$ cat config.mk
export PLATFORM = sky130hd
export DESIGN_NAME = rram_readout_capture_flat
export DESIGN_NICKNAME = d
export VERILOG_FILES = /design/src/rtl/rram_pkg.sv /design/src/rtl/rram_readout_capture_if.sv /design/src/rtl/rram_result_fifo.sv /design/src/rtl/rram_readout_capture.sv /design/src/flat_wrapper.sv
export SDC_FILE = /design/constraint.sdc
export NUM_CORES = 1
export LEC_CHECK = 0
export CORE_MARGIN = 2
export CORE_UTILIZATION = 55
export CTS_BUF_LIST = sky130_fd_sc_hd__clkbuf_8
export DETAILED_ROUTE_END_ITERATION = 12
export PLACE_DENSITY = 0.89
export RECOVER_POWER = 25
export SETUP_SLACK_MARGIN = 0.05
export SLEW_MARGIN = 30
export SYNTH_ARGS = -nofsm -noshare
export SYNTH_HDL_FRONTEND = slang
export SYNTH_SLANG_ARGS = --single-unit
$ cat constraint.sdc
create_clock -name clk -period 5.3 [get_ports clk]
set_input_delay 1.59 -clock clk [delete_from_list [all_inputs] [get_ports clk]]
set_output_delay 1.59 -clock clk [all_outputs]
set_load 0.05 [all_outputs]
$ cat src/rtl/rram_pkg.sv
// Shared types, field offsets and packing helpers for the RRAM readout capture block.
package rram_pkg;

    localparam int ARRAY_SIZE = 16;
    localparam int WB_DATA_W  = 32;
    localparam int CODE_W     = 3;
    localparam int SUM_LSB    = 18;
    localparam int SUM_W      = 7;
    localparam int CNT_W      = 4;
    localparam int CODES_W    = ARRAY_SIZE * CODE_W;
    localparam int W0_CODES   = 10;

    localparam logic MODE_CSA = 1'b0;
    localparam logic MODE_ADC = 1'b1;

    typedef enum logic [2:0] {
        ST_IDLE   = 3'd0,
        ST_SETTLE = 3'd1,
        ST_SAMPLE = 3'd2,
        ST_PUSH0  = 3'd3,
        ST_PUSH1  = 3'd4
    } state_e;

    // Column i's 3-bit code lands at bits [3i+2:3i].
    function automatic logic [CODES_W-1:0] pack_codes(
        input logic [ARRAY_SIZE-1:0] b0,
        input logic [ARRAY_SIZE-1:0] b1,
        input logic [ARRAY_SIZE-1:0] b2
    );
        logic [CODES_W-1:0] codes;
        codes = {CODES_W{1'b0}};
        for (int i = 0; i < ARRAY_SIZE; i++) begin
            codes[i*CODE_W +: CODE_W] = {b2[i], b1[i], b0[i]};
        end
        return codes;
    endfunction

    function automatic logic [SUM_W-1:0] sum_codes(input logic [CODES_W-1:0] codes);
        logic [SUM_W-1:0] s;
        s = {SUM_W{1'b0}};
        for (int i = 0; i < ARRAY_SIZE; i++) begin
            s = s + SUM_W'(codes[i*CODE_W +: CODE_W]);
        end
        return s;
    endfunction

endpackage

$ cat src/rtl/rram_readout_capture_if.sv
// Capture request, sense inputs and result-FIFO read port of the readout capture block.
interface rram_readout_capture_if;
    import rram_pkg::*;

    logic                  capture_req;
    logic                  mode;
    logic [ARRAY_SIZE-1:0] CSA;
    logic [ARRAY_SIZE-1:0] ADC_OUT0;
    logic [ARRAY_SIZE-1:0] ADC_OUT1;
    logic [ARRAY_SIZE-1:0] ADC_OUT2;
    logic                  busy;
    logic                  rd_en;
    logic [WB_DATA_W-1:0]  rd_data;
    logic                  fifo_empty;
    logic                  fifo_full;
    logic [CNT_W-1:0]      fifo_count;
    logic                  clr_err;
    logic                  overflow;
    logic                  req_lost;

    modport master (
        output capture_req, mode, CSA, ADC_OUT0, ADC_OUT1, ADC_OUT2, rd_en, clr_err,
        input  busy, rd_data, fifo_empty, fifo_full, fifo_count, overflow, req_lost
    );

    modport slave (
        input  capture_req, mode, CSA, ADC_OUT0, ADC_OUT1, ADC_OUT2, rd_en, clr_err,
        output busy, rd_data, fifo_empty, fifo_full, fifo_count, overflow, req_lost
    );

endinterface

$ cat src/rtl/rram_result_fifo.sv
// Synchronous show-ahead FIFO with occupancy count; a push into a full FIFO without
// a simultaneous pop is dropped and reported as a one-cycle overflow pulse.
module rram_result_fifo #(
    parameter int DEPTH = 8,
    parameter int WIDTH = 32,
    parameter int CNT_W = $clog2(DEPTH + 1)
) (
    input  logic             clk,
    input  logic             rst,
    input  logic             push,
    input  logic [WIDTH-1:0] push_data,
    input  logic             pop,
    output logic [WIDTH-1:0] head,
    output logic             empty,
    output logic             full,
    output logic [CNT_W-1:0] count,
    output logic             ovf_pulse
);
    localparam int PTR_W = $clog2(DEPTH);

    logic [WIDTH-1:0] mem_q [DEPTH];
    logic [WIDTH-1:0] mem_d [DEPTH];
    logic [PTR_W-1:0] wr_ptr_q, wr_ptr_d;
    logic [PTR_W-1:0] rd_ptr_q, rd_ptr_d;
    logic [CNT_W-1:0] count_q, count_d;
    logic             do_push_s, do_pop_s, full_s, empty_s;

    // Pointer, count and storage updates; a pop on a full FIFO frees the slot for a same-cycle push.
    always_comb begin
        empty_s   = (count_q == CNT_W'(0));
        full_s    = (count_q == CNT_W'(DEPTH));
        do_pop_s  = pop && !empty_s;
        do_push_s = push && (!full_s || do_pop_s);
        ovf_pulse = push && full_s && !pop;
        mem_d     = mem_q;
        wr_ptr_d  = wr_ptr_q;
        rd_ptr_d  = rd_ptr_q;
        count_d   = count_q;
        if (do_push_s) begin
            mem_d[wr_ptr_q] = push_data;
            wr_ptr_d        = wr_ptr_q + PTR_W'(1);
        end else begin
            wr_ptr_d = wr_ptr_q;
        end
        if (do_pop_s) begin
            rd_ptr_d = rd_ptr_q + PTR_W'(1);
        end else begin
            rd_ptr_d = rd_ptr_q;
        end
        case ({do_push_s, do_pop_s})
            2'b10:   count_d = count_q + CNT_W'(1);
            2'b01:   count_d = count_q - CNT_W'(1);
            default: count_d = count_q;
        endcase
    end

    // Control registers with synchronous reset.
    always_ff @(posedge clk) begin
        if (rst) begin
            wr_ptr_q <= '0;
            rd_ptr_q <= '0;
            count_q  <= '0;
        end else begin
            wr_ptr_q <= wr_ptr_d;
            rd_ptr_q <= rd_ptr_d;
            count_q  <= count_d;
        end
    end

    // Storage array; contents are don't-care until written since the head is gated by empty.
    always_ff @(posedge clk) begin
        mem_q <= mem_d;
    end

    assign head  = empty_s ? {WIDTH{1'b0}} : mem_q[rd_ptr_q];
    assign empty = empty_s;
    assign full  = full_s;
    assign count = count_q;

endmodule

$ cat src/rtl/rram_readout_capture.sv
// Samples CSA or ADC bit-planes after a settle delay, packs them into 32-bit words
// and queues them in the result FIFO; sticky flags report dropped words and lost requests.
module rram_readout_capture
    import rram_pkg::*;
#(
    parameter int FIFO_DEPTH    = 8,
    parameter int SETTLE_CYCLES = 2
) (
    input  logic                   clk,
    input  logic                   rst,
    rram_readout_capture_if.slave  bus
);
    localparam int         FCNT_W      = $clog2(FIFO_DEPTH + 1);
    localparam logic [3:0] SETTLE_LOAD = 4'(SETTLE_CYCLES - 1);

    state_e                state_q, state_d;
    logic [3:0]            settle_q, settle_d;
    logic                  mode_q, mode_d;
    logic [ARRAY_SIZE-1:0] csa_q, csa_d;
    logic [ARRAY_SIZE-1:0] adc0_q, adc0_d;
    logic [ARRAY_SIZE-1:0] adc1_q, adc1_d;
    logic [ARRAY_SIZE-1:0] adc2_q, adc2_d;
    logic                  busy_q, busy_d;
    logic                  overflow_q, overflow_d;
    logic                  req_lost_q, req_lost_d;

    logic                  push_s;
    logic [WB_DATA_W-1:0]  push_data_s;
    logic [CODES_W-1:0]    codes_s;
    logic [SUM_W-1:0]      sum_s;
    logic                  ovf_pulse_s;
    logic [FCNT_W-1:0]     fifo_count_s;

    // State register and all datapath/flag registers.
    always_ff @(posedge clk) begin
        if (rst) begin
            state_q    <= ST_IDLE;
            settle_q   <= 4'd0;
            mode_q     <= MODE_CSA;
            csa_q      <= '0;
            adc0_q     <= '0;
            adc1_q     <= '0;
            adc2_q     <= '0;
            busy_q     <= 1'b0;
            overflow_q <= 1'b0;
            req_lost_q <= 1'b0;
        end else begin
            state_q    <= state_d;
            settle_q   <= settle_d;
            mode_q     <= mode_d;
            csa_q      <= csa_d;
            adc0_q     <= adc0_d;
            adc1_q     <= adc1_d;
            adc2_q     <= adc2_d;
            busy_q     <= busy_d;
            overflow_q <= overflow_d;
            req_lost_q <= req_lost_d;
        end
    end

    // Next-state logic, settle countdown and mode latch.
    always_comb begin
        state_d  = state_q;
        settle_d = settle_q;
        mode_d   = mode_q;
        case (state_q)
            ST_IDLE: begin
                if (bus.capture_req) begin
                    state_d  = ST_SETTLE;
                    settle_d = SETTLE_LOAD;
                    mode_d   = bus.mode;
                end else begin
                    state_d = ST_IDLE;
                end
            end
            ST_SETTLE: begin
                if (settle_q == 4'd0) begin
                    state_d = ST_SAMPLE;
                end else begin
                    settle_d = settle_q - 4'd1;
                end
            end
            ST_SAMPLE: state_d = ST_PUSH0;
            ST_PUSH0:  state_d = (mode_q == MODE_ADC) ? ST_PUSH1 : ST_IDLE;
            ST_PUSH1:  state_d = ST_IDLE;
            default:   state_d = ST_IDLE;
        endcase
    end

    // Sample registers, busy and sticky flags; a set event beats a coincident clear.
    always_comb begin
        if (state_q == ST_SAMPLE) begin
            csa_d  = bus.CSA;
            adc0_d = bus.ADC_OUT0;
            adc1_d = bus.ADC_OUT1;
            adc2_d = bus.ADC_OUT2;
        end else begin
            csa_d  = csa_q;
            adc0_d = adc0_q;
            adc1_d = adc1_q;
            adc2_d = adc2_q;
        end
        busy_d = (state_d != ST_IDLE);
        if (bus.capture_req && (state_q != ST_IDLE)) begin
            req_lost_d = 1'b1;
        end else if (bus.clr_err) begin
            req_lost_d = 1'b0;
        end else begin
            req_lost_d = req_lost_q;
        end
        if (ovf_pulse_s) begin
            overflow_d = 1'b1;
        end else if (bus.clr_err) begin
            overflow_d = 1'b0;
        end else begin
            overflow_d = overflow_q;
        end
    end

    // Output logic: word selection and FIFO push strobe.
    always_comb begin
        codes_s     = pack_codes(adc0_q, adc1_q, adc2_q);
        sum_s       = sum_codes(codes_s);
        push_s      = 1'b0;
        push_data_s = {WB_DATA_W{1'b0}};
        case (state_q)
            ST_PUSH0: begin
                push_s = 1'b1;
                if (mode_q == MODE_ADC) begin
                    push_data_s = WB_DATA_W'(codes_s[W0_CODES*CODE_W-1:0]);
                end else begin
                    push_data_s = WB_DATA_W'(csa_q);
                end
            end
            ST_PUSH1: begin
                push_s      = 1'b1;
                push_data_s = (WB_DATA_W'(sum_s) << SUM_LSB)
                            | WB_DATA_W'(codes_s[CODES_W-1 -: SUM_LSB]);
            end
            default: begin
                push_s      = 1'b0;
                push_data_s = {WB_DATA_W{1'b0}};
            end
        endcase
    end

    rram_result_fifo #(
        .DEPTH (FIFO_DEPTH),
        .WIDTH (WB_DATA_W),
        .CNT_W (FCNT_W)
    ) u_fifo (
        .clk       (clk),
        .rst       (rst),
        .push      (push_s),
        .push_data (push_data_s),
        .pop       (bus.rd_en),
        .head      (bus.rd_data),
        .empty     (bus.fifo_empty),
        .full      (bus.fifo_full),
        .count     (fifo_count_s),
        .ovf_pulse (ovf_pulse_s)
    );

    assign bus.fifo_count = CNT_W'(fifo_count_s);
    assign bus.busy       = busy_q;
    assign bus.overflow   = overflow_q;
    assign bus.req_lost   = req_lost_q;

endmodule

$ cat src/flat_wrapper.sv
// flat-port wrapper written by rule: the top's interface ports become plain ports
module rram_readout_capture_flat import rram_pkg::*;
#(
    parameter int FIFO_DEPTH    = 8,
    parameter int SETTLE_CYCLES = 2
)
  (clk, rst, bus_capture_req, bus_mode, bus_CSA, bus_ADC_OUT0, bus_ADC_OUT1, bus_ADC_OUT2, bus_rd_en, bus_clr_err, bus_busy, bus_rd_data, bus_fifo_empty, bus_fifo_full, bus_fifo_count, bus_overflow, bus_req_lost);
  rram_readout_capture_if bus_i ();
  input  logic clk;
  input  logic rst;
  input wire logic [$bits(bus_i.capture_req)-1:0] bus_capture_req;
  input wire logic [$bits(bus_i.mode)-1:0] bus_mode;
  input wire logic [$bits(bus_i.CSA)-1:0] bus_CSA;
  input wire logic [$bits(bus_i.ADC_OUT0)-1:0] bus_ADC_OUT0;
  input wire logic [$bits(bus_i.ADC_OUT1)-1:0] bus_ADC_OUT1;
  input wire logic [$bits(bus_i.ADC_OUT2)-1:0] bus_ADC_OUT2;
  input wire logic [$bits(bus_i.rd_en)-1:0] bus_rd_en;
  input wire logic [$bits(bus_i.clr_err)-1:0] bus_clr_err;
  output wire logic [$bits(bus_i.busy)-1:0] bus_busy;
  output wire logic [$bits(bus_i.rd_data)-1:0] bus_rd_data;
  output wire logic [$bits(bus_i.fifo_empty)-1:0] bus_fifo_empty;
  output wire logic [$bits(bus_i.fifo_full)-1:0] bus_fifo_full;
  output wire logic [$bits(bus_i.fifo_count)-1:0] bus_fifo_count;
  output wire logic [$bits(bus_i.overflow)-1:0] bus_overflow;
  output wire logic [$bits(bus_i.req_lost)-1:0] bus_req_lost;
  assign bus_i.capture_req = bus_capture_req;
  assign bus_i.mode = bus_mode;
  assign bus_i.CSA = bus_CSA;
  assign bus_i.ADC_OUT0 = bus_ADC_OUT0;
  assign bus_i.ADC_OUT1 = bus_ADC_OUT1;
  assign bus_i.ADC_OUT2 = bus_ADC_OUT2;
  assign bus_i.rd_en = bus_rd_en;
  assign bus_i.clr_err = bus_clr_err;
  assign bus_busy = bus_i.busy;
  assign bus_rd_data = bus_i.rd_data;
  assign bus_fifo_empty = bus_i.fifo_empty;
  assign bus_fifo_full = bus_i.fifo_full;
  assign bus_fifo_count = bus_i.fifo_count;
  assign bus_overflow = bus_i.overflow;
  assign bus_req_lost = bus_i.req_lost;
  rram_readout_capture #(.FIFO_DEPTH(FIFO_DEPTH), .SETTLE_CYCLES(SETTLE_CYCLES)) u_core (.clk(clk), .rst(rst), .bus(bus_i));
endmodule
==> results.py <==
metrics = {
    "setup_path": {
        "crit_end": "u_core.u_fifo.mem_q[24]",
        "path_max_fanout": 8,
        "cp.arrival_ns": 5.82,
        "startpoint_type": "flip-flop",
        "required_ns": 5.59,
        "crit_start": "u_core.adc0_q[1]",
        "worstSetupEndpointType": "flip-flop",
        "worst_r2r_startpoint": "u_core.adc0_q[1]",
        "critPathKind": "reg -> reg",
        "regToRegEndpoint": "u_core.u_fifo.mem_q[24]",
        "ff2ff_setup_slack_ns": -0.23,
        "ff2ff_path_depth": 18,
    },
    "routing": {
        "finalWirelength_mm": 32.6,
        "dr.pass1.iters": 6,
        "drt_iter0_markers": 838,
        "drcViolationCount": 0,
        "wl_per_cell_um": 21.8,
        "vias_per_cell": 5.89,
        "drtAntennaViolNets": 0,
        "vias": 8812,
    },
    "synth": {
        "synth_top_cell_by_area": "edfxtp_1",
        "synthAdderAreaFrac_pct": 7.88,
        "yosysMostFrequentCell": "edfxtp_1",
        "synth_ff_type": "edfxtp_1",
        "synth_top_family_by_area": "multiplexers",
        "synth_seq_area_share_pct": 63.0,
        "synth_area_um2": 14100,
        "syn_inst": 994,
        "ys_types": 45,
        "synth_edf_count": 240,
        "synth-async-reset-ratio_pct": 0,
        "ys_seq_elements": 325,
        "synth-xor-area-share_pct": 0.743,
        "yosysWarnings": 0,
        "synthSimpleGateAreaFrac_pct": 7.28,
        "synth_compound_area_share_pct": 4.61,
        "syn_avg_cell_area_um2": 14.2,
        "ys_top_cells_by_count": "edfxtp_1 (240), nand2_1 (152), dfxtp_1 (85)",
        "synth_area_leaders": "edfxtp_1 (51%), dfxtp_1 (12%), mux4_2 (9.6%)",
        "synth_top_area_share_pct": 51.0,
        "synthMuxAreaShare_pct": 13.0,
    },
    "timing": {
        "setup_violations": 32,
        "fin_ws_ns": -0.229,
        "fmax_mhz": 181,
        "max_slew_margin_pct": -11.4,
        "rsz0062_at_grt": "yes",
        "finalWorstPathRequiredPeriod_ns": 5.53,
        "hold_viol": 0,
        "period_share_pct": 104,
        "drv_slew": 49,
        "fin_worst_skew_ns": 0.0141,
        "tightestPinTransition_ns": 1.67,
    },
    "clock_tree": {
        "tritoncts": "yes",
        "clkLatencyLatePin_ns": 0.57,
        "cts.clk_slew.worst_paths_ns": 0.07,
        "numCtsBuffers": 49,
        "clock-root-buffer": "clkbuf_8",
        "clock_sinks": 325,
        "clockBufferDepth": 3,
        "cts_hold_buf": 0,
        "h-tree-depth": 2,
    },
    "worst_hold_path": {
        "hold_path.startpoint": "u_core.adc1_q[9]",
        "hold_class": "reg -> reg",
        "hold_depth": 2,
    },
    "place": {
        "hpwl_mm": 20.3,
        "placed_cell_area_um2": 15700,
        "place_inst": 1405,
        "place_congestion": 0.852,
        "portBuffers": 108,
    },
    "global_routing": {
        "overflow": 0,
        "antenna_found_initial": 0,
        "grt_max_degree": 63,
        "grt_usage_pct": 24.8,
        "grt_first_pass_wirelength_mm": 49.5,
        "grt_pass1_vias": 8854,
    },
    "status": {
        "violations": "max-capacitance violations, max-slew violations, negative setup slack",
        "outcome": "complete, but fails checks",
    },
    "pwr": {
        "cellLeakagePower_nw": 5.83,
        "p_per_area_nw_per_um2": 357,
        "ir_worst_vdd_mv": 0.192,
    },
    "floorplan": {
        "initial_core_util_pct": 56.1,
        "row_count": 58,
        "die_x_um": 164,
        "die_h_um": 164,
        "die_area_um2": 27000,
        "io_pins": 111,
        "core-area_um2": 25200,
    },
    "layout": {
        "syn2layout_area_growth_pct": 18.6,
        "final_area_um2": 16800,
        "final_nets": 1262,
        "diodes": 0,
        "fillers": 1616,
        "fin_cells": 1497,
        "drive_above_1_share_pct": 15.9,
    },
    "run": {
        "drv_cap": 1,
    },
}
==> how the worst min path moves through the flow <==
stage,slack (ns),end
floorplan,0.44,u_core.csa_q[0]
CTS,0.46,u_core.adc1_q[9]
global placement,0.44,u_core.adc0_q[9]
finish,0.46,u_core.adc1_q[9]
global route,0.48,u_core.csa_q[0]
detailed placement,0.45,u_core.adc1_q[9]
==> worst max-delay path: stages (launching register included) <==
cell,delay [ns]
dfxtp_2,0.33
ha_4,0.17
fa_2,0.37
xor2_2,0.19
fa_1,0.50
inv_1,0.06
fa_1,0.48
inv_1,0.05
fa_1,0.50
fa_1,0.44
fa_1,0.53
inv_2,0.04
fa_1,0.50
inv_2,0.07
ha_4,0.25
a21oi_4,0.14
o211ai_1,0.13
xor2_1,0.18
a22o_2,0.31
==> timing repair <==
item	CTS	global route
gates resized for setup	5	7
pin swaps	0	1
setup buffers	0	1
endpoints found under the setup margin	32	40
==> metal layers <==
layer	track usage (%)	vias to the layer above	share of wire, %
met3	4.67	97	8.9
met5	0	-	0
met2	39.9	542	49
met1	33.4	4339	39
met4	10.6	0	3.8
li1	-	3834	-
==> layout make-up <==
class	count	area [um2]	area share, %
sequential	325	8920	53.2
multi-input combinational	549	4860	29.0
timing repair buffer	135	1290	7.70
clock buffer	50	688	4.10
tap	330	413	2.46
clock inverter	41	354	2.11
inverter	67	251	1.50
==> placed cells by master (no fill, tap or decap), types with 4 or more instances in the layout <==
master	synthesis	final
a21oi_1	80	78
buf_4	2	20
bufinv_16	0	7
clkbuf_1	30	5
clkbuf_8	0	50
clkdlybuf4s50_1	0	107
clkinv_1	0	15
clkinv_2	0	6
dfxtp_1	85	79
dfxtp_2	0	5
edfxtp_1	240	240
fa_1	40	38
ha_1	25	22
inv_1	67	76
mux2i_1	48	48
mux4_2	60	60
nand2_1	152	152
nand2b_1	6	5
nand3_1	5	5
nor2_1	55	49
nor2_2	0	6
o21ai_0	21	17
o21ai_1	0	4
xor2_1	9	7
==> metrics by stage <==
stage / util, % / hold WS (ns) / setup WS (ns) / total power [W] / TNS [ns]
2_1_floorplan: - / 0.436 / 0.0732 / 0.00350 / 0
5_1_grt: 66.6 / 0.481 / -0.369 / 0.00621 / -10.67
3_5_place_dp: 62.5 / 0.452 / -0.104 / 0.00376 / -1.73
4_1_cts: 66.7 / 0.461 / -0.194 / 0.00595 / -4.63
3_3_place_gp: 62.3 / 0.444 / 0.00608 / 0.00372 / 0
6_report: 66.6 / 0.456 / -0.229 / 0.00599 / -6.11
==> flip-flops by register name, indices dropped and copies added, names as in the netlist <==
register                count
u_core.adc0_q              16
u_core.adc1_q              16
u_core.adc2_q              16
u_core.bus.busy             1
u_core.bus.overflow         1
u_core.bus.req_lost         1
u_core.csa_q               16
u_core.mode_q               1
u_core.settle_q             4
u_core.state_q              3
u_core.u_fifo.count         4
u_core.u_fifo.mem_q       240
u_core.u_fifo.rd_ptr_q      3
u_core.u_fifo.wr_ptr_q      3
==> power breakdown <==
group | total (W) | internal [W] | switching, W
clock network | 0.00218 | 0.00123 | 0.000951
registers | 0.00283 | 0.00276 | 0.0000738
logic | 0.000979 | 0.000418 | 0.000560
==> kinds of logic after synthesis <==
group / Yosys count
AOI/OAI and AO/OA: 118
xor gates and xnor gates: 12
muxes: 108
buffers and inverters: 121
other: 1
adders and majority gates: 65
and+or+nand+nor: 244
DFF: 325
Note: power is estimated with default switching activity, not from simulation.
